## config.mk

```make
export PLATFORM = sky130hd
export DESIGN_NAME = hazard_ctrl
export DESIGN_NICKNAME = d
export VERILOG_FILES = /design/src/rtl/hazard_ctrl.sv
export SDC_FILE = /design/constraint.sdc
export NUM_CORES = 1
export LEC_CHECK = 0
export CAP_MARGIN = 20
export CORE_UTILIZATION = 46
export CTS_CLUSTER_SIZE = 14
export DETAILED_ROUTE_END_ITERATION = 12
export HOLD_SLACK_MARGIN = 0.03
export PLACE_DENSITY = 0.87
export SYNTH_ARGS = -nofsm -noshare
export SYNTH_HDL_FRONTEND = slang
export SYNTH_SLANG_ARGS = --single-unit
```

## constraint.sdc

```tcl
create_clock -name clk -period 2.4 [get_ports clk]
set_input_delay 0.48 -clock clk [delete_from_list [all_inputs] [get_ports clk]]
set_output_delay 0.48 -clock clk [all_outputs]
set_load 0.01 [all_outputs]
```

## src/rtl/hazard_ctrl.sv

```systemverilog
// Hazard and pipeline-sequencing control for the 5-stage core.
// Operand bypass selects, latch enables/clears, debug halt and perf counters.
module hazard_ctrl #(
    parameter int ADDR_W        = 5,
    parameter int ALU_SRC_SEL_W = 2,
    parameter int CNT_W         = 32
) (
    input  logic                     clk,
    input  logic                     reset,
    input  logic [ADDR_W-1:0]        rf_src0_d,
    input  logic [ADDR_W-1:0]        rf_src1_d,
    input  logic [ADDR_W-1:0]        rf_src0_e,
    input  logic [ADDR_W-1:0]        rf_src1_e,
    input  logic [ADDR_W-1:0]        rf_dst_e,
    input  logic                     mem2rf_e,
    input  logic [ADDR_W-1:0]        rf_waddr_m,
    input  logic                     rf_we_m,
    input  logic                     pc_src_m,
    input  logic                     dmem_req_m,
    input  logic                     dmem_ready,
    input  logic [ADDR_W-1:0]        rf_waddr_w,
    input  logic                     rf_we_w,
    input  logic                     halt_req,
    output logic [ALU_SRC_SEL_W-1:0] alu_src0_sel,
    output logic [ALU_SRC_SEL_W-1:0] alu_src1_sel,
    output logic                     fetch_en,
    output logic                     decode_en,
    output logic                     decode_clr,
    output logic                     execute_en,
    output logic                     execute_clr,
    output logic                     memory_en,
    output logic                     halt_ack,
    output logic [CNT_W-1:0]         stall_cnt,
    output logic [CNT_W-1:0]         flush_cnt
);

    localparam logic [ALU_SRC_SEL_W-1:0] SEL_RF = ALU_SRC_SEL_W'(0);
    localparam logic [ALU_SRC_SEL_W-1:0] SEL_WB = ALU_SRC_SEL_W'(1);
    localparam logic [ALU_SRC_SEL_W-1:0] SEL_ME = ALU_SRC_SEL_W'(2);
    localparam logic [ADDR_W-1:0]        X0     = '0;
    localparam logic [CNT_W-1:0]         CNT_MAX = '1;

    typedef enum logic [1:0] {
        S_RUN      = 2'd0,
        S_MEM_WAIT = 2'd1,
        S_HALT     = 2'd2
    } state_t;

    state_t           r_state;
    state_t           w_next;
    logic             r_halt_ack;
    logic [CNT_W-1:0] r_stall_cnt;
    logic [CNT_W-1:0] r_flush_cnt;

    logic w_lu;
    logic w_wait;
    logic w_flush;
    logic w_src0_hit_m;
    logic w_src0_hit_w;
    logic w_src1_hit_m;
    logic w_src1_hit_w;

    // ME is the younger producer, so it wins over WB; x0 is hardwired zero.
    assign w_src0_hit_m = rf_we_m && (rf_waddr_m == rf_src0_e) && (rf_src0_e != X0);
    assign w_src0_hit_w = rf_we_w && (rf_waddr_w == rf_src0_e) && (rf_src0_e != X0);
    assign w_src1_hit_m = rf_we_m && (rf_waddr_m == rf_src1_e) && (rf_src1_e != X0);
    assign w_src1_hit_w = rf_we_w && (rf_waddr_w == rf_src1_e) && (rf_src1_e != X0);

    always_comb begin
        alu_src0_sel = SEL_RF;
        if (w_src0_hit_m) begin
            alu_src0_sel = SEL_ME;
        end else if (w_src0_hit_w) begin
            alu_src0_sel = SEL_WB;
        end
    end

    always_comb begin
        alu_src1_sel = SEL_RF;
        if (w_src1_hit_m) begin
            alu_src1_sel = SEL_ME;
        end else if (w_src1_hit_w) begin
            alu_src1_sel = SEL_WB;
        end
    end

    assign w_lu = mem2rf_e && (rf_dst_e != X0) &&
                  ((rf_dst_e == rf_src0_d) || (rf_dst_e == rf_src1_d));

    assign w_wait = dmem_req_m && !dmem_ready;

    always_ff @(posedge clk or posedge reset) begin
        if (reset) begin
            r_state <= S_RUN;
        end else begin
            r_state <= w_next;
        end
    end

    // Halt is only taken from RUN; MEM_WAIT always drains back to RUN first.
    always_comb begin
        w_next = r_state;
        unique case (r_state)
            S_RUN: begin
                if (w_wait) begin
                    w_next = S_MEM_WAIT;
                end else if (halt_req && !w_lu) begin
                    w_next = S_HALT;
                end
            end
            S_MEM_WAIT: begin
                if (!w_wait) begin
                    w_next = S_RUN;
                end
            end
            S_HALT: begin
                if (!halt_req) begin
                    w_next = S_RUN;
                end
            end
            default: w_next = S_RUN;
        endcase
    end

    // MEM_WAIT shares the RUN decode: it freezes while the access is
    // outstanding and decodes normally in the cycle the memory answers.
    always_comb begin
        fetch_en    = 1'b1;
        decode_en   = 1'b1;
        decode_clr  = 1'b0;
        execute_en  = 1'b1;
        execute_clr = 1'b0;
        memory_en   = 1'b1;
        w_flush     = 1'b0;
        if ((r_state == S_HALT) || w_wait) begin
            fetch_en   = 1'b0;
            decode_en  = 1'b0;
            execute_en = 1'b0;
            memory_en  = 1'b0;
        end else if (pc_src_m) begin
            decode_clr  = 1'b1;
            execute_clr = 1'b1;
            w_flush     = 1'b1;
        end else if (w_lu) begin
            fetch_en   = 1'b0;
            decode_en  = 1'b0;
            decode_clr = 1'b1;
        end
    end

    always_ff @(posedge clk or posedge reset) begin
        if (reset) begin
            r_halt_ack <= 1'b0;
        end else begin
            r_halt_ack <= (w_next == S_HALT);
        end
    end

    always_ff @(posedge clk or posedge reset) begin
        if (reset) begin
            r_stall_cnt <= '0;
            r_flush_cnt <= '0;
        end else begin
            if (!fetch_en && (r_stall_cnt != CNT_MAX)) begin
                r_stall_cnt <= r_stall_cnt + CNT_W'(1);
            end
            if (w_flush && (r_flush_cnt != CNT_MAX)) begin
                r_flush_cnt <= r_flush_cnt + CNT_W'(1);
            end
        end
    end

    assign halt_ack  = r_halt_ack;
    assign stall_cnt = r_stall_cnt;
    assign flush_cnt = r_flush_cnt;

endmodule

```

# Word-level counts from Yosys, hierarchy flattened

Index checks and enable logic that the tools add are counted.

Register bits after elaboration: 67
Logic and storage cells: 58

Add/subtract/negate cells: 2
Equality and inequality tests: 11
Mux-type cells: 18
Reduce and logical (&&, ||, !) cells: 23

Operators by type and width:

| cell                                                                  | number |
|---|---|
| 32-bit by 1-bit adder with 32-bit output, second input constant       | 2 |
| 32-bit != test, second input constant                                 | 2 |
| 5-bit equality test                                                   | 6 |
| 5-bit nonzero test                                                    | 3 |
| 1-bit logical AND                                                     | 14 |
| 2-bit two-way mux                                                     | 6 |
| 1-bit two-way mux                                                     | 11 |
| 2-bit case mux with 3 select lines                                    | 1 |
| 2-bit equality test, second input constant                            | 2 |
| 1-bit logical NOT                                                     | 3 |
| 2-bit by 1-bit equality test with 1-bit output, second input constant | 1 |
| 2-bit logical NOT                                                     | 1 |
| 1-bit logical OR                                                      | 2 |

# Longest topological paths before layout

Depth in word-level cells: 9
Gate-level depth with buffers: 9
Gate-level depth less buffers: 9

# Worst setup path before layout

No wires, ideal clock.

Path kind: input port to output port
From: input rf_src0_e[1]
To: output alu_src0_sel[0]
Arrival time: 1.624 ns
Setup slack: 0.296 ns
Stages: 4
Cells stage by stage: or4_1 -> nor2_1 -> nor4_1 -> nor4_1

Elaborated cells on any way between the ends: 9
Classes of those cells: eq/ne: 2; mux: 2; reduce/logical: 5

RTL lines:

| what                   | RTL line | text |
|---|---|---|
| start, declared        | 12       | `input logic [ADDR_W-1:0] rf_src0_e,` |
| 5-bit equality test    | 64       | `assign w_src0_hit_m = rf_we_m && (rf_waddr_m == rf_src0_e) && (rf_src0_e != X0);` |
| 1-bit logical AND      | 64       |  |
| 1-bit logical AND (*)  | 64       |  |
| named net w_src0_hit_m | 58       | `logic w_src0_hit_m;` |
| 2-bit two-way mux (*)  | 71       | `if (w_src0_hit_m) begin` |
| end, declared          | 24       | `output logic [ALU_SRC_SEL_W-1:0] alu_src0_sel,` |

Mark *: on every way through the listed nets, which the timed path passes. The rest lies on a longest branch.

# Worst setup path after layout

From: input rf_src0_e[4]
To: output alu_src0_sel[0]

Cells in the longest elaborated chain, start to end: 5
Elaborated cells on any way between the ends: 9
Classes of those cells: eq/ne: 2; mux: 2; reduce/logical: 5

Ends and longest elaborated chain:

| what                            | RTL line | text |
|---|---|---|
| 5-bit equality test             | 65       | `assign w_src0_hit_w = rf_we_w && (rf_waddr_w == rf_src0_e) && (rf_src0_e != X0);` |
| 1-bit logical AND (2 in series) | 65       |  |
| 1-bit two-way mux               | 73       | `end else if (w_src0_hit_w) begin` |
| 2-bit two-way mux (*)           | 71       |  |

Mark *: on every way between the ends. The rest lies on a longest branch, timed or not.

==> metrics <==
status=completed; slowest stage delay, CP=0.55 ns; P_leak=2.34 nW; Cell Area, Synth=0.00360 mm²; Clock Skew=0.00613 ns; WL/cell=15.8 µm; final WL=9380 µm; core area=0.00741 mm²; Vias/cell=5.29; Slew Viols, Final=0; synth warn=0; Worst-path clk slew=0.07 ns; Post-synth EDFFs=0; CP Cell Sequence=dlygate4sd2_1, or4_4, nor2_4, nor4_2, nor4_1, buf_2; Hold Violations, Final=0; PwrDens=585 mW/mm²; Initial Util=0.486; Yosys reg bits=67; Max Root-Sink Buffers=2; Slew HR=0.693; Tot GR Track Use=0.241; clk_lat worst skew=0.34 ns; DR vias=3144; top cells by area, synth=dfrtp_1 47%, xnor2_1 15%, xor2_1 7.5%; total gr overflow=0; Setup TNS Final=0 ns; nets=536; clk sinks=67; Root Buffer=clkbuf_8; final setup fails=0; sequential fraction of the synthesis area=0.466; CP startpoint kind=primary input; Peak VDD IR=0.000555 V; drt pass-1 iters=4; fmax=431 MHz; Inserted Diodes=0; placer congestion estimate=0.952; WP data required=1.92 ns; top_reg_cell synth=dfrtp_1; TritonCTS clock tree=done; TritonCTS buffer count=9; site row count=31; list of most frequent post-synthesis cells=67 x dfrtp_1, 61 x xnor2_1, 31 x nand2_1, 31 x nand3_1, 31 x xor2_1; Starting DRT DRC Count=76; Worst Setup Slack post-DPL=-0.613 ns; Final Worst Setup Slack=0.0802 ns; Critical Path AT=1.84 ns; critical path type=in -> out; Max FO, Critical Path=2; Clock H-tree levels=3; Max-cap violations=0; Synth area leader=dfrtp_1; Worst setup EP type=output port; fraction of registers with async set/reset=1.00; first-pass GRT wire length=15500 µm; number of global-route vias before repair=3245; Worst-Margin Slew=0.457 ns; IO buf count=118; share of post-route cells with drive strength above 1=0.178; Synth top area share=0.466; initial antenna violation count=0; HP Class=reg -> reg; fin crit period=2.32 ns; distinct cell type count after synthesis=40; period utilisation layout=0.967; Die X=90.4 µm; total die area=0.00818 mm²; slowest CP cell=or4_4; Setup Buffers After CTS=0; syn avg cell area=10.5 µm²; area grow syn2layout=50.8%; most frequent cell after synthesis=dfrtp_1; chip height=90.4 µm; Top Ports=119; Synthesized Nets=388; largest net degree at the start of global routing=68; Routed Antenna Nets=0; Residual DRC=0; cell count after synthesis=342; post-DP HPWL=6980 µm; # hold bufs at CTS=0
## final timing paths
| path | from | to | slack [ns] | depth (start not counted) |
|---|---|---|---|---|
| min reg2reg | r_state[1] | r_state[0] | 0.46 | 1 |
| max reg2reg | stall_cnt[0] | stall_cnt[9] | 0.38 | 8 |
| max | rf_src0_e[4] | alu_src0_sel[0] | 0.08 | 6 |
| min in group asynchronous | reset | flush_cnt[11] | 0.52 | 3 |
| max in group asynchronous | reset | stall_cnt[23] | 1.57 | 3 |
| min | r_state[1] | r_state[0] | 0.46 | 1 |
## where the power goes
part	switching, mW	internal (mW)
sequential	0.153	1.23
clock	0.439	0.613
combinational	0.315	0.422
total	0.907	2.27
## layer usage
metal,GRT usage,part of all wire,vias to the layer above
met5,0,0,-
met4,0.0685,0.014,0
met3,0.0758,0.051,16
met2,0.412,0.53,109
met1,0.291,0.41,1542
li1,-,-,1477
## sequential cells by signal, indices dropped and copies added, names as in the netlist
| register | flops |
|---|---|
| stall_cnt | 32 |
| r_state | 2 |
| halt_ack | 1 |
| flush_cnt | 32 |
## per-stage QoR
step	power [mW]	utilization	hold WS, ns	cells	area [µm²]
3_3_place_gp	2.09	0.684	0.433	578	5070
4_1_cts	3.20	0.719	0.469	594	5330
3_5_place_dp	2.12	0.684	0.458	578	5070
2_1_floorplan	1.70	-	0.424	342	3600
5_1_grt	3.33	0.732	0.484	594	5430
6_report	3.17	0.732	0.462	594	5430
## placed cells by master, fill, tap and decap left out, types with 3 or more instances in the layout
cell             count
buf_4               20
nand3_1             29
nand4_1             22
clkbuf_8            10
nor3_4               3
or4_4                3
buf_2                3
clkdlybuf4s50_1     82
inv_1                4
nor4_1               3
xor2_1              30
dlygate4sd2_1       15
and3_1              10
xnor2_1             59
nor4_2               3
dfrtp_1             67
nor3_2               6
nor2_1              17
nand2_1             30
dlymetal6s2s_1      13
nor3_1               6
and4_1               5
buf_6                6
## cells by family after synthesis
family	count (synthesis)	share of synthesized area
xor+xnor	92	0.224
simple gates	157	0.253
compound gates	10	0.0250
mux	1	0.00313
buf+inv	13	0.0223
fa+ha+maj	2	0.00695
flops	67	0.466
## worst max-delay path, delay by kind of cell
kind                   cells  cell delay (ns)
AND/OR/NAND/NOR            4             0.94
buffers and inverters      2             0.42
## layout make-up
type                    count  area, µm²
clock buffers              10        138
clock inverters             6       88.8
fillers                   518       1980
inverters                   6       22.5
multi-input cells         262       1970
flip-flops and latches     67       1680
well taps                  99        124
repair buffers            144       1410
## what timing repair did
| item | CTS | global route |
|---|---|---|
| pin swaps | 11 | 11 |
| setup endpoints to repair | 37 | 18 |
| resized for setup | 62 | 30 |
| endpoints found under the hold margin | 0 | 0 |
(Power assumes the default switching activity.)
